--- config.mk ---
export PLATFORM = sky130hd
export DESIGN_NAME = dot_accum_requant
export DESIGN_NICKNAME = d
export VERILOG_FILES = /design/src/rtl/dot_accum_requant.sv
export SDC_FILE = /design/constraint.sdc
export NUM_CORES = 1
export LEC_CHECK = 0
export ABC_AREA = 0
export CORE_ASPECT_RATIO = 1.25
export CORE_UTILIZATION = 23
export DETAILED_ROUTE_END_ITERATION = 10
export SLEW_MARGIN = 20
export SYNTH_ARGS = -nofsm -noshare
export SYNTH_HDL_FRONTEND = slang
export SYNTH_SLANG_ARGS = --single-unit
export TNS_END_PERCENT = 20
--- constraint.sdc ---
create_clock -name clk -period 6.7 [get_ports clk]
set_input_delay 1.005 -clock clk [delete_from_list [all_inputs] [get_ports clk]]
set_output_delay 1.005 -clock clk [all_outputs]
set_load 0.02 [all_outputs]
--- src/rtl/dot_accum_requant.sv ---
// Accumulates tag-aligned partial dot products into one vector result, then biases, rounds,
// shifts, optionally clamps negatives, saturates and queues results behind a credit-gated FIFO.
module dot_accum_requant #(
  parameter int unsigned IN_W      = 16,
  parameter int unsigned ACC_W     = 32,
  parameter int unsigned OUT_W     = 8,
  parameter int unsigned LAT       = 6,
  parameter int unsigned OUT_DEPTH = 4
) (
  input  logic             clk,
  input  logic             rst_n,
  input  logic             in_valid,
  input  logic             in_last,
  output logic             in_ready,
  input  logic [IN_W-1:0]  dot_in,
  input  logic [ACC_W-1:0] bias,
  input  logic [4:0]       shift,
  input  logic             relu_en,
  output logic             out_valid,
  input  logic             out_ready,
  output logic [OUT_W-1:0] out_data,
  output logic             err_drop
);

  localparam int unsigned PW = $clog2(OUT_DEPTH);
  localparam int unsigned CW = PW + 1;
  localparam int unsigned RW = ACC_W + 2;

  localparam logic signed [RW-1:0] SatMax = (RW'(1) <<< (OUT_W - 1)) - RW'(1);
  localparam logic signed [RW-1:0] SatMin = -SatMax - RW'(1);

  logic                    in_ready_q;
  logic                    beat;
  logic [LAT-1:0]          tag_v_q, tag_l_q;
  logic                    al_v, al_l;
  logic signed [ACC_W-1:0] acc_q, acc_d, dot_ext;
  logic                    first_q;
  logic                    post_v_q;
  logic signed [ACC_W:0]   post_sum_q, sum_d;
  logic signed [RW-1:0]    rnd_inc, rnd, shifted, relu_v;
  logic [OUT_W-1:0]        res;
  logic [OUT_W-1:0]        mem_q [OUT_DEPTH];
  logic [PW-1:0]           wr_q, rd_q;
  logic [CW-1:0]           cnt_q, cnt_d, infl_q, infl_d;
  logic [CW:0]             occ_d;
  logic                    push, pop;
  logic                    err_q;

  assign in_ready  = in_ready_q;
  assign beat      = in_valid & in_ready_q;
  assign al_v      = tag_v_q[LAT-1];
  assign al_l      = tag_l_q[LAT-1];
  assign push      = post_v_q;
  assign out_valid = (cnt_q != '0);
  assign pop       = out_valid & out_ready;
  assign out_data  = mem_q[rd_q];
  assign err_drop  = err_q;

  always_comb begin
    dot_ext = {{(ACC_W - IN_W){dot_in[IN_W-1]}}, dot_in};
    acc_d   = (first_q ? '0 : acc_q) + dot_ext;
    sum_d   = {acc_d[ACC_W-1], acc_d} + {bias[ACC_W-1], bias};
  end

  // Round half up, arithmetic shift, ReLU, saturate. One spare bit keeps the round add exact.
  always_comb begin
    rnd_inc = (shift != 5'd0) ? (RW'(1) << (shift - 5'd1)) : '0;
    rnd     = {post_sum_q[ACC_W], post_sum_q} + rnd_inc;
    shifted = rnd >>> shift;
    relu_v  = (relu_en && shifted[RW-1]) ? '0 : shifted;
    if (relu_v > SatMax)      res = SatMax[OUT_W-1:0];
    else if (relu_v < SatMin) res = SatMin[OUT_W-1:0];
    else                      res = relu_v[OUT_W-1:0];
  end

  always_comb begin
    cnt_d  = cnt_q + CW'(push) - CW'(pop);
    infl_d = infl_q + CW'(beat & in_last) - CW'(push);
    occ_d  = {1'b0, cnt_d} + {1'b0, infl_d};
  end

  always_ff @(posedge clk or negedge rst_n) begin
    if (!rst_n) begin
      tag_v_q <= '0;
      tag_l_q <= '0;
    end else begin
      tag_v_q[0] <= beat;
      tag_l_q[0] <= beat & in_last;
      for (int i = 1; i < int'(LAT); i++) begin
        tag_v_q[i] <= tag_v_q[i-1];
        tag_l_q[i] <= tag_l_q[i-1];
      end
    end
  end

  always_ff @(posedge clk or negedge rst_n) begin
    if (!rst_n) begin
      acc_q      <= '0;
      first_q    <= 1'b1;
      post_v_q   <= 1'b0;
      post_sum_q <= '0;
    end else begin
      post_v_q <= al_v & al_l;
      if (al_v) begin
        acc_q   <= acc_d;
        first_q <= al_l;
      end
      if (al_v && al_l) post_sum_q <= sum_d;
    end
  end

  always_ff @(posedge clk or negedge rst_n) begin
    if (!rst_n) begin
      for (int i = 0; i < int'(OUT_DEPTH); i++) mem_q[i] <= '0;
      wr_q       <= '0;
      rd_q       <= '0;
      cnt_q      <= '0;
      infl_q     <= '0;
      in_ready_q <= 1'b1;
      err_q      <= 1'b0;
    end else begin
      if (push) begin
        mem_q[wr_q] <= res;
        wr_q        <= wr_q + PW'(1);
      end
      if (pop) rd_q <= rd_q + PW'(1);
      cnt_q  <= cnt_d;
      infl_q <= infl_d;
      // Credits count the just-accepted last, so the FIFO can never overflow.
      in_ready_q <= occ_d < (CW + 1)'(OUT_DEPTH);
      if (in_valid && !in_ready_q) err_q <= 1'b1;
    end
  end

endmodule

# --- Yosys cells after proc, flatten, opt, wreduce, memory -nomap -nowiden ---
# Index checks and enable logic that the tools add are counted.
totals:
  elab_cells: 60
  ff_bits: 123
  in_bits: 59
  output_inout_bits: 11
op_classes:
  n_reduce_logical: 7
  n_shift: 2
  bitwise: 7
  n_mux: 11
  add_sub_neg: 11
  n_lt_le_gt_ge: 6
op_table:
  columns: ["operator", "count"]
  rows:
  - ["$mux 34", 2]
  - ["$mux 8", 5]
  - ["$add 34x34->34", 1]
  - ["$gt 34x8->1 const B", 1]
  - ["$lt 34x8->1 const B", 1]
  - ["$shl 1x5->34 const A", 1]
  - ["$sshr 34x5->34", 1]
  - ["$add 32x32->33", 1]
  - ["$add 32x32->32", 1]
  - ["$bwmux 32", 1]
  - ["$mux 32", 1]
  - ["$bmux 8 s2", 1]
  - ["$demux 8 s2", 1]
  - ["$add 3x1->3", 2]
  - ["$ge 3x3->1 const B", 2]
  - ["$not 2->3", 2]
  - ["$sub 3x1->3", 2]
  - ["$and 1x1->1", 5]
  - ["$reduce_bool 5->1", 1]
  - ["$sub 5x1->5 const B", 1]
  - ["$add 2x1->2 const B", 2]
  - ["$add 3x3->4", 1]
  - ["$logic_and 1x1->1", 4]
  - ["$lt 4x3->1 const B", 1]
  - ["3 further kinds", 3]

# --- Longest topological paths before layout ---
# Gate-level depths: netlist of run 1.
logic_depth:
  ltp_word: 11
  mapped_depth: 28
  mapped_depth_nobuf: 27

# --- Worst setup path after synthesis of run 1 ---
# Ideal clock, no wire load.
synth_path:
  path_type: "input to register"
  start: "in shift[2]"
  end: "reg mem_q[0] in the netlist's numbering"
  setup_ns: 0.124
  arrival_time_ns: 5.996
  stages: 21
  required_ns: 6.576
  setup_slack_ns: 0.580
  path_buffers: 4
  path_cell_list: "clkbuf_1 -> clkbuf_1 -> clkbuf_1 -> clkbuf_1 -> nand3_1 -> nor2_1 -> ha_1 -> inv_1 -> nor3_1 -> nand4_1 -> a2111oi_2 -> nor3_1 -> nor2_1 -> nand2_1 -> o21a_1 -> mux4_2 -> nor4_2 -> a41oi_1 -> nor4_4 -> nor3_2 -> a211o_1"
synth_via:
  elab_chain_cells: 11
  word_cells_on_any_way: 13
  classes_between: "add/sub: 2; order compare: 2; shift: 2; mux: 5; reduce/logical: 2"
synth_lines:
  columns: ["element", "line", "text"]
  rows:
  - ["from (decl)", "17", "input logic [4:0] shift,"]
  - ["$sub 5x1->5", "67", "rnd_inc = (shift != 5'd0) ? (RW'(1) << (shift - 5'd1)) : '0;"]
  - ["$shl 1x5->34", "67", null]
  - ["$mux 34", "67", null]
  - ["$add 34x34->34", "68", "rnd = {post_sum_q[ACC_W], post_sum_q} + rnd_inc;"]
  - ["$sshr 34x5->34 *", "69", "shifted = rnd >>> shift;"]
  - ["$logic_and 1x1->1", "70", "relu_v = (relu_en && shifted[RW-1]) ? '0 : shifted;"]
  - ["$mux 34 *", "70", null]
  - ["$lt 34x8->1", "72", "else if (relu_v < SatMin) res = SatMin[OUT_W-1:0];"]
  - ["$mux 8", "72", null]
  - ["$mux 8 *", "71", "if (relu_v > SatMax) res = SatMax[OUT_W-1:0];"]
  - ["$bwmux 32 *", "123", "mem_q[wr_q] <= res;"]
  - ["to (signal, indexed assignment)", "123", null]
  - ["to (decl)", "42", "logic [OUT_W-1:0] mem_q [OUT_DEPTH];"]
# Every way passes the cells marked *; elsewhere a longest branch is shown, timed or not.
# A chain may end at the register's enable or synchronous reset.

# --- Worst setup path in the final report of run 1 ---
layout_path:
  start: "in shift[0]"
  end: "reg mem_q[21] in the netlist's numbering"
# The elaborated chain is that of the path after synthesis.

==> results of run 1 <==
[final cells by class]
class                           count  share of cell area
Clock inverter                     15             0.00869
Inverter                           53              0.0116
Sequential cell                   123               0.180
Tap cell                          742              0.0542
Timing Repair Buffer              329               0.156
Multi-Input combinational cell   1346               0.565
Clock buffer                       17              0.0248
[worst register-to-register path, stage by stage, from the launching register on]
cell and delay [ps]:
dfstp_2 680, nor2b_1 90, ha_1 220, fa_1 410, a21o_1 170, a21oi_1 210
nor2b_1 140, o211ai_1 290, a31oi_1 200, o311a_1 360, or3_1 320, a21oi_1 180
xnor2_1 180, ha_1 340, a21oi_1 240, o21ai_0 120, o21ba_2 270, o21bai_1 100
a21oi_1 280, o21ai_1 180, nor3_2 200, o21bai_1 130, a21oi_1 190, xor2_1 230
o21ai_0 110
[synthesized netlist by cell type, types with 26 or more instances]
library cell    n  share of area
a211o_1        29          0.019
a211oi_1       27          0.015
a21o_1         26          0.015
a21oi_1        89          0.034
and2_1         30          0.014
clkbuf_1       55          0.016
dfrtp_1       121           0.23
ha_1          105           0.10
inv_1          53          0.015
mux2_2         42          0.036
nand2_1       148          0.042
nand3_1        35          0.013
nor2_1        144          0.041
nor2b_1        45          0.021
nor3_1         53          0.020
o21ai_0        95          0.036
xnor2_1        46          0.031
xor2_1         30          0.020
[registers in the layout, summed over array words and instances, names as in the netlist]
signal / cells
post_v_q: 1
in_ready: 1
wr_q: 2
tag_v_q: 6
tag_l_q: 6
post_sum_q: 33
infl_q: 3
err_drop: 1
rd_q: 2
mem_q: 32
cnt_q: 3
first_q: 1
acc_q: 32
[how the worst max path moves through the flow]
stage / start / end / cells after the start
2_1_floorplan: shift[2] / mem_q[0] / 21
3_3_place_gp: shift[3] / mem_q[22] / 24
3_5_place_dp: shift[3] / mem_q[20] / 24
4_1_cts: shift[3] / mem_q[21] / 24
5_1_grt: shift[3] / mem_q[6] / 23
6_report: shift[0] / mem_q[21] / 23
[logic make-up after synthesis]
family	count (synthesis)
other cells	1
buf+inv	130
flops	123
compound gates	511
xor+xnor	76
simple gates	572
mux	76
fa+ha+maj	110
[cells in the final DEF, fill, tap and decap left out, types with 42 or more instances in the layout]
cell type          n
nand2_1          144
nor2_1           143
dfrtp_1          121
nor2b_1           45
ha_1             105
clkdlybuf4s50_1   67
inv_1             53
xnor2_1           45
a21oi_1           89
o21ai_0           93
nor3_1            52
buf_4            258
mux2_2            42
[routing by layer]
metal | vias up | wire, um
met2 | 415 | 24700
met3 | 122 | 1670
met1 | 6591 | 19900
met4 | 0 | 2520
li1 | 6562 | -
met5 | - | 0
[power by group]
| group | internal (uW) | switching (uW) |
|---|---|---|
| Combinational | 3220 | 4000 |
| Sequential | 1010 | 190 |
| Clock | 492 | 407 |
[timing repair]
| item | in CTS | in global routing |
|---|---|---|
| pin swaps | 0 | 3 |
| buffers inserted | 0 | 3 |
| resized for setup | 1 | 19 |
| endpoints found under the setup margin | 28 | 30 |
[metrics by stage]
step / cells / hold WS (ps)
after detailed placement: 2590 / 337
after global routing: 2625 / 359
after global placement: 2590 / 332
after CTS: 2622 / 352
final: 2625 / 350
after floorplan: 1599 / 331
==> results_dict.tcl, run 1 <==
set metrics [dict create \
    rsz0062_at_grt "no" \
    htree_levels 4 \
    maxCapViolCount 0 \
    place_area_um2 16500 \
    maxSlewHeadroom 0.322 \
    synth_compound_gate_area_share 0.278 \
    arrival_ps 6780 \
    dpl.hpwl_um 39700 \
    place_ws_ps -550 \
    synth_seq_area_share 0.233 \
    power_density_nw_per_um2 544 \
    syn_avg_cell_area_um2 8.26 \
    whs_path_depth 0 \
    post_route_cells_drive_above_1_share 0.222 \
    grt_pass1_wl_um 75900 \
    cp_max_fo 6 \
    hold_buffers 0 \
    multi_input_area_um2 9680 \
    cts.sinks 123 \
    core-area_um2 56300 \
    syn_area_um2 13200 \
    routedWlPerCell_um 18.6 \
    drt-initial-drc-count 899 \
    clk_pin_slew_ps 70 \
    synth_top_family_by_area "compound AO/OA/AOI/OAI gates" \
    fp-row-count 97 \
    worstPathRequired_ps 7030 \
    synth_xor_area_frac 0.0504 \
    synth_ff_type "dfrtp_1" \
    yosys.area_share.simple 0.216 \
    cts_buffer_depth 2 \
    root_buffer "clkbuf_16" \
    areaGrowthSynthToFinish_pct 29.8 \
    fillers 6011 \
    fin_skew_ps 20.2 \
    track_usage 0.165 \
    cpLargestDelayFamily "compound AO/OA/AOI/OAI gates" \
    grt_pass1_vias 13834 \
    use_met1 0.187 \
    post-route-util 0.304 \
    final.setup.tns_ps 0 \
    synthAdderAreaFrac 0.107 \
    yosys_warnings 0 \
    drt-pass1-iter-count 5 \
    cp_slowest_cell "nand2_1" \
    worstReg2RegStart "first_q" \
    syn_nets 1768 \
    slew_violations 0 \
    cts_made_buffers 17 \
    syn_inst 1599 \
    cts_tree "yes" \
    status "complete, no violations" \
    use_met3 0.0222 \
    fin_crit_sh 0.963 \
    regArea_um2 3080 \
    rr_endpoint "post_sum_q[29]" \
    hold-path-endpoint "tag_v_q[4]" \
    final_antenna_net_count 0 \
    crit_chain "clkdlybuf4s50_1 > inv_1 > nand2_1 > buf_4 > nor2_1 > ha_1 > nand2_1 > nor3_1 > o21a_1 > a21boi_1 > mux2_2 > a311oi_2 > a21oi_1 > a2111oi_1 > a2111oi_1 > buf_4 > a2111oi_1 > buf_4 > nand3_1 > nor4_4 > buf_4 > nor3_2 > a211o_1" \
    critPathLaunchType "input pin" \
    ir_worst_vdd_mv 0.325 \
    diodes 0 \
    pin_count 70 \
    antenna_found_initial 0 \
    grt_max_degree 68 \
    insertion_delay_ps 440 \
    critPathCaptureType "register" \
    grt_overflow_total 0 \
    route.detailed.drc 0 \
    min-delay-start "tag_v_q[3]" \
    drt_wl_total_um 48800 \
    nNetsFinal 2039 \
    gp_congestion 0.984 \
    regToRegSetupSlack_ps 700 \
    clock.fmax_ghz 0.155 \
    crit_buf_inv 6 \
    vias 13690 \
    final.setup.worst_slack_ps 251 \
    initial_core_util 0.234 \
    worst_r2r_path_depth 24 \
    via_per_inst 5.22 \
    globalRoute.busiestLayer "met2" \
    die_area_um2 58400 \
    gr-usage-met2 0.300 \
    hold_viol_final 0 \
    leakagePower_uw 0.00739 \
    die_h_um 270 \
    slowest_delay_ps 500 \
    min_path_type "register to register" \
    fin_area_um2 17100 \
    die_w_um 216 \
    cp_common_cell "buf_4" \
    critPathKind "input pin to register" \
    setup_viol 0 \
    layout_min_cycle_time_ps 6450 \
    ys_types 101 \
    synth_seq_cells 123 \
    port_buffers 69 \
    tightest_slew_ps 1010 \
    synth_mux_area_frac 0.0749 \
    async_flop_share 1.00 \
    finalPower_uw 9320 \
    synth_edf_count 0 \
]
No activity file was read; power rests on OpenSTA's default activity.
==> run 2: changes to the inputs <==
- ABC_AREA: 0 -> 1
- clock period: 6.7 -> 8.4 ns (I/O delays scaled with it)
==> run 2 against run 1 <==
Effect of this change: cell count grew 12%; total power is 38% lower; hold slack got worse by 3.3 ps; utilization decreased by 3.3 points; critical path depth up 10; synthesized cell count rose by 34%; clock power shrank 17%; non-clock buffer count fell by 248.
==> results_dict.tcl, run 2 <==
set metrics [dict create \
    track_usage 0.141 \
    leakagePower_uw 0.00785 \
    worstPathRequired_ps 8730 \
    critPathKind "input pin to register" \
    layout_commonest_cell "nand2_1" \
    maxSlewHeadroom 0.324 \
    critPathLaunchType "input pin" \
    regToRegSetupSlack_ps 2830 \
    crit_path_start "shift[3]" \
    slew_violations 0 \
    yosys_warnings 0 \
    die_h_um 267 \
    cp_max_fo 37 \
    regMostFlops "post_sum_q" \
    power_density_nw_per_um2 386 \
    post-cts-setup-buffer-count 0 \
    syn_nets 2307 \
    pin_count 70 \
    layout_min_cycle_time_ps 6040 \
    worstReg2RegStart "first_q" \
    vias 13328 \
    synth_area_leader_cell "dfrtp_1" \
    route.detailed.drc 0 \
    cp_slowest_cell "clkdlybuf4s50_1" \
    ir_worst_vdd_mv 0.222 \
    synth.most_common_cell "nand2_1" \
    fp-row-count 96 \
    whs_path_depth 0 \
    post-route-util 0.271 \
    ys_types 50 \
    dpl.hpwl_um 31700 \
    insertion_delay_ps 440 \
    setup_viol 0 \
    areaGrowthSynthToFinish_pct 15.9 \
    antenna_found_initial 1 \
    synth_top_area_frac 0.234 \
    min_path_type "register to register" \
    async_flop_share 1.00 \
    grt_overflow_total 0 \
    synth_seq_area_share 0.238 \
    drt_wl_total_um 39500 \
    gp_congestion 0.939 \
    cts_resized 0 \
    synthTopCellsByArea "dfrtp_1, nand2_1, ha_1" \
    final_antenna_net_count 0 \
    grt_pass1_vias 13009 \
    rr_endpoint "post_sum_q[28]" \
    routedWlPerCell_um 13.5 \
    die_area_um2 57200 \
    fin_hold_ws_ps 346 \
    port_buffers 69 \
    maxCapViolCount 0 \
    arrival_ps 6370 \
    drt-pass1-iter-count 6 \
    final.setup.worst_slack_ps 2360 \
    cp_common_cell "nand2_1" \
    critPathCaptureType "register" \
    synth_seq_cells 123 \
    htree_levels 4 \
    finalPower_uw 5780 \
    grt_max_degree 72 \
    final.setup.tns_ps 0 \
    final_cell_mix "nand2_1, inv_1, nand3_1, nor2_1, dfrtp_1" \
    cts_tree "yes" \
    root_buffer "clkbuf_16" \
    core-area_um2 55300 \
    crit_end "mem_q[3]" \
    status "complete, no violations" \
    synth_ff_type "dfrtp_1" \
    place_ws_ps 1990 \
    nNetsFinal 2347 \
    post_route_cells_drive_above_1_share 0.0319 \
    fin_crit_sh 0.720 \
    initial_core_util 0.234 \
    clk_pin_slew_ps 60 \
    post_synth_most_frequent_cells "nand2_1, inv_1, nand3_1" \
    fin_skew_ps 17.0 \
    worst_r2r_path_depth 27 \
    syn_inst 2138 \
    syn_area_um2 12900 \
    cts_made_buffers 17 \
    syn_avg_cell_area_um2 6.05 \
    grt_pass1_wl_um 65300 \
    cts.sinks 123 \
    largest_reg_flops 33 \
    cts_buffer_depth 2 \
    synth_edf_count 0 \
    rsz0062_at_grt "no" \
    drt-initial-drc-count 823 \
    slowest_delay_ps 460 \
    clock.fmax_ghz 0.165 \
    hold_viol_final 0 \
    hold_buffers 0 \
    reg.largest.list "post_sum_q: 33 flops, acc_q: 32 flops, mem_q: 32 flops" \
    via_per_inst 4.55 \
    tightest_slew_ps 1010 \
    die_w_um 214 \
]
[run 2: changes by cell type after synthesis, sizes merged, moves of 28 or more]
| cell | previous run | this run |
|---|---|---|
| a211o | 29 | 1 |
| a211oi | 30 | 1 |
| inv | 53 | 270 |
| nand3 | 38 | 261 |
| nor2 | 144 | 211 |
| nor2b | 45 | 0 |
| nor3 | 57 | 9 |
| nand2 | 148 | 729 |
| mux2 | 42 | 0 |
[run 2: cell type report]
type                       instances  area, um2
antenna                            1       2.50
fill                            6329      40300
inverter                         272       1020
clock buffer                      18        429
sequential                       123       3080
tap                              735        920
clock inverter                    14        161
timing repair buffer              81        778
multi-input combinational       1683       8590
[run 2: logic make-up after synthesis]
| kind of cell | share of synthesized area |
|---|---|
| AND/OR/NAND/NOR | 0.397 |
| AO/OA/AOI/OAI | 0.116 |
| flip-flops | 0.238 |
| buffers and inverters | 0.0974 |
| other | 0.000290 |
| multiplexers | 0.000774 |
| adder cells (fa/ha/maj) | 0.109 |
| XOR/XNOR | 0.0413 |
[run 2: worst max-delay path, delay by kind of cell]
kind	cells	cell delay [ps]
and+or+nand+nor	27	3130
AOI/OAI and AO/OA	1	140
adders and majority gates	2	670
buffers and inverters	3	1130
[run 2: routing by layer]
metal | up-vias | share of wire | track usage
li1 | 6960 | - | -
met1 | 6011 | 0.45 | 0.170
met2 | 287 | 0.49 | 0.252
met3 | 70 | 0.031 | 0.0191
met4 | 0 | 0.032 | 0.0556
met5 | - | 0 | 0
[run 2: how the worst min path moves through the flow]
stage	slack (ps)	startpoint	end
2_1_floorplan	330	tag_l_q[0]	tag_l_q[1]
3_3_place_gp	330	tag_l_q[2]	tag_l_q[3]
3_5_place_dp	340	tag_v_q[1]	tag_v_q[2]
4_1_cts	350	tag_l_q[3]	tag_l_q[4]
5_1_grt	360	tag_v_q[2]	tag_v_q[3]
6_report	350	tag_l_q[3]	tag_l_q[4]
[run 2: where the power goes]
group | internal (uW) | switching (uW)
Sequential | 794 | 138
Combinational | 1510 | 2600
Clock | 443 | 304
Total | 2750 | 3040
[run 2: metrics by stage]
step | instance area (um2) | std cells
floorplan | 12900 | 2138
global placement | 14400 | 2894
detailed placement | 14400 | 2894
CTS | 15000 | 2926
global route | 15000 | 2926
finish | 15000 | 2927
==> run 3: changes to the inputs <==
- clock period: 8.4 -> 6.1 ns (I/O delays scaled with it)
==> run 3 against run 2 <==
Effect of this change: sequential power increased by 37%; cell count increased by 0.17%; total power increased by 37%; non-clock buffer count increased by 6; critical endpoint is now post_sum_q[30]; clock skew decreased by 4.3 ps; sequential share of layout area about the same.
==> results_dict.tcl, run 3 (synthesis results as in run 2) <==
set metrics [dict create \
    routedWlPerCell_um 13.4 \
    p_clk_frac 0.126 \
    nNetsFinal 2353 \
    p_seq_frac 0.161 \
    largest_reg_flops 33 \
    pin_count 70 \
    leakagePower_uw 0.00787 \
    cts.sinks 123 \
    final_antenna_net_count 0 \
    place_area_um2 14400 \
    port_buffers 69 \
    critPathLaunchType "input pin" \
    drt-pass1-iter-count 5 \
    slew_violations 0 \
    fillers 6375 \
    clock.fmax_ghz 0.177 \
    status "complete, no violations" \
    arrival_ps 6020 \
    maxSlewHeadroom 0.308 \
    drt-initial-drc-count 828 \
    ir_worst_vdd_mv 0.267 \
    reg.largest.list "post_sum_q: 33 flops, acc_q: 32 flops, mem_q: 32 flops" \
    final.setup.tns_ps 0 \
    fin_skew_ps 12.7 \
    via_per_inst 4.54 \
    initial_core_util 0.234 \
    core-area_um2 55300 \
    p_int_uw 3720 \
    fin_hold_ws_ps 350 \
    final.setup.worst_slack_ps 445 \
    die_area_um2 57200 \
    fp-row-count 96 \
    rsz0062_at_grt "no" \
    fin_crit_sh 0.927 \
    cts_resized 0 \
    htree_levels 4 \
    grt_max_degree 69 \
    critPathCaptureType "register" \
    drt_wl_total_um 39300 \
    final_cell_mix "nand2_1, inv_1, nand3_1, nor2_1, dfrtp_1" \
    power_switching_uw 4200 \
    power_density_nw_per_um2 527 \
    sw_frac_of_total 0.530 \
    antenna_found_initial 0 \
    post-route-util 0.272 \
    p_comb_frac 0.713 \
    critPathKind "input pin to register" \
    route.detailed.drc 0 \
    cts_tree "yes" \
    fin_area_um2 15000 \
    grt_pass1_vias 13058 \
    hold_buffers 0 \
    layout_commonest_cell "nand2_1" \
    insertion_delay_ps 460 \
    die_h_um 267 \
    gp_congestion 0.956 \
    diodes 0 \
    tightest_slew_ps 1040 \
    areaGrowthSynthToFinish_pct 16.1 \
    maxCapViolCount 0 \
    regMostFlops "post_sum_q" \
    grt_overflow_total 0 \
    cts_buffer_depth 2 \
    root_buffer "clkbuf_16" \
    clk_pin_slew_ps 60 \
    post_route_cells_drive_above_1_share 0.0350 \
    place_ws_ps -5.91 \
    min_path_type "register to register" \
    track_usage 0.140 \
    grt_pass1_wl_um 64700 \
    post-cts-setup-buffer-count 0 \
    hold_viol_final 0 \
    layout_min_cycle_time_ps 5650 \
    setup_viol 0 \
    cts_made_buffers 17 \
    worstPathRequired_ps 6460 \
    dpl.hpwl_um 32000 \
    die_w_um 214 \
    cp_max_fo 4 \
    vias 13297 \
]
## run 3: worst max-delay path: stages
cell and delay, ps:
clkdlybuf4s50_1 460, ha_1 300, a21oi_1 60, nor2_1 90, nor2_1 70, o21ai_0 330, a21boi_1 200, o21bai_1 280
a31oi_1 200, o21ai_2 240, a21oi_1 140, o21ai_0 380, nand2_1 90, nand2_1 120, xor2_1 270, ha_1 330
a21oi_1 240, o21ai_0 150, a21oi_1 180, o211ai_1 240, a211o_1 330, or2_2 270, a31oi_1 150
## run 3: area by class of cell
class / count / area [um2] / share of cell area
Multi-Input combinational cell: 1683 / 8590 / 0.572
Sequential cell: 123 / 3080 / 0.205
Inverter: 272 / 1020 / 0.0680
Tap cell: 735 / 920 / 0.0613
Timing Repair Buffer: 87 / 823 / 0.0548
Clock buffer: 17 / 425 / 0.0283
Clock inverter: 15 / 153 / 0.0102
## run 3: worst paths after layout
kind                                 start        endpoint  slack, ps  cells past startpoint
worst max-delay path             dot_in[1]  post_sum_q[30]        450                     23
worst min-delay path            tag_v_q[3]      tag_v_q[4]        350                      0
worst max register to register     first_q  post_sum_q[30]        540                     23
worst min register to register  tag_v_q[3]      tag_v_q[4]        350                      0
max in group asynchronous            rst_n   post_sum_q[8]       4210                      2
min in group asynchronous            rst_n      tag_v_q[1]        520                      1
## run 3: routing by layer
metal,vias up,global-route usage,part of all wire
met2,297,0.246,0.48
met1,5928,0.165,0.44
li1,6975,-,-
met4,0,0.0755,0.047
met5,-,0,0
met3,97,0.0192,0.031
## run 3: power groups by stage
| stage | sequential, uW | combinational (uW) | clock [uW] |
|---|---|---|---|
| after floorplan | 1200 | 4390 | 0 |
| after global placement | 1290 | 5620 | 0 |
| after detailed placement | 1290 | 5630 | 0 |
| after CTS | 1280 | 5660 | 1030 |
| after global routing | 1320 | 6440 | 1060 |
| final | 1280 | 5650 | 996 |
## run 3: through the flow
step                total power [uW]  instances
global route                    8810       2932
global placement                6910       2900
CTS                             7970       2932
detailed placement              6920       2900
floorplan                       5590       2138
finish                          7920       2932
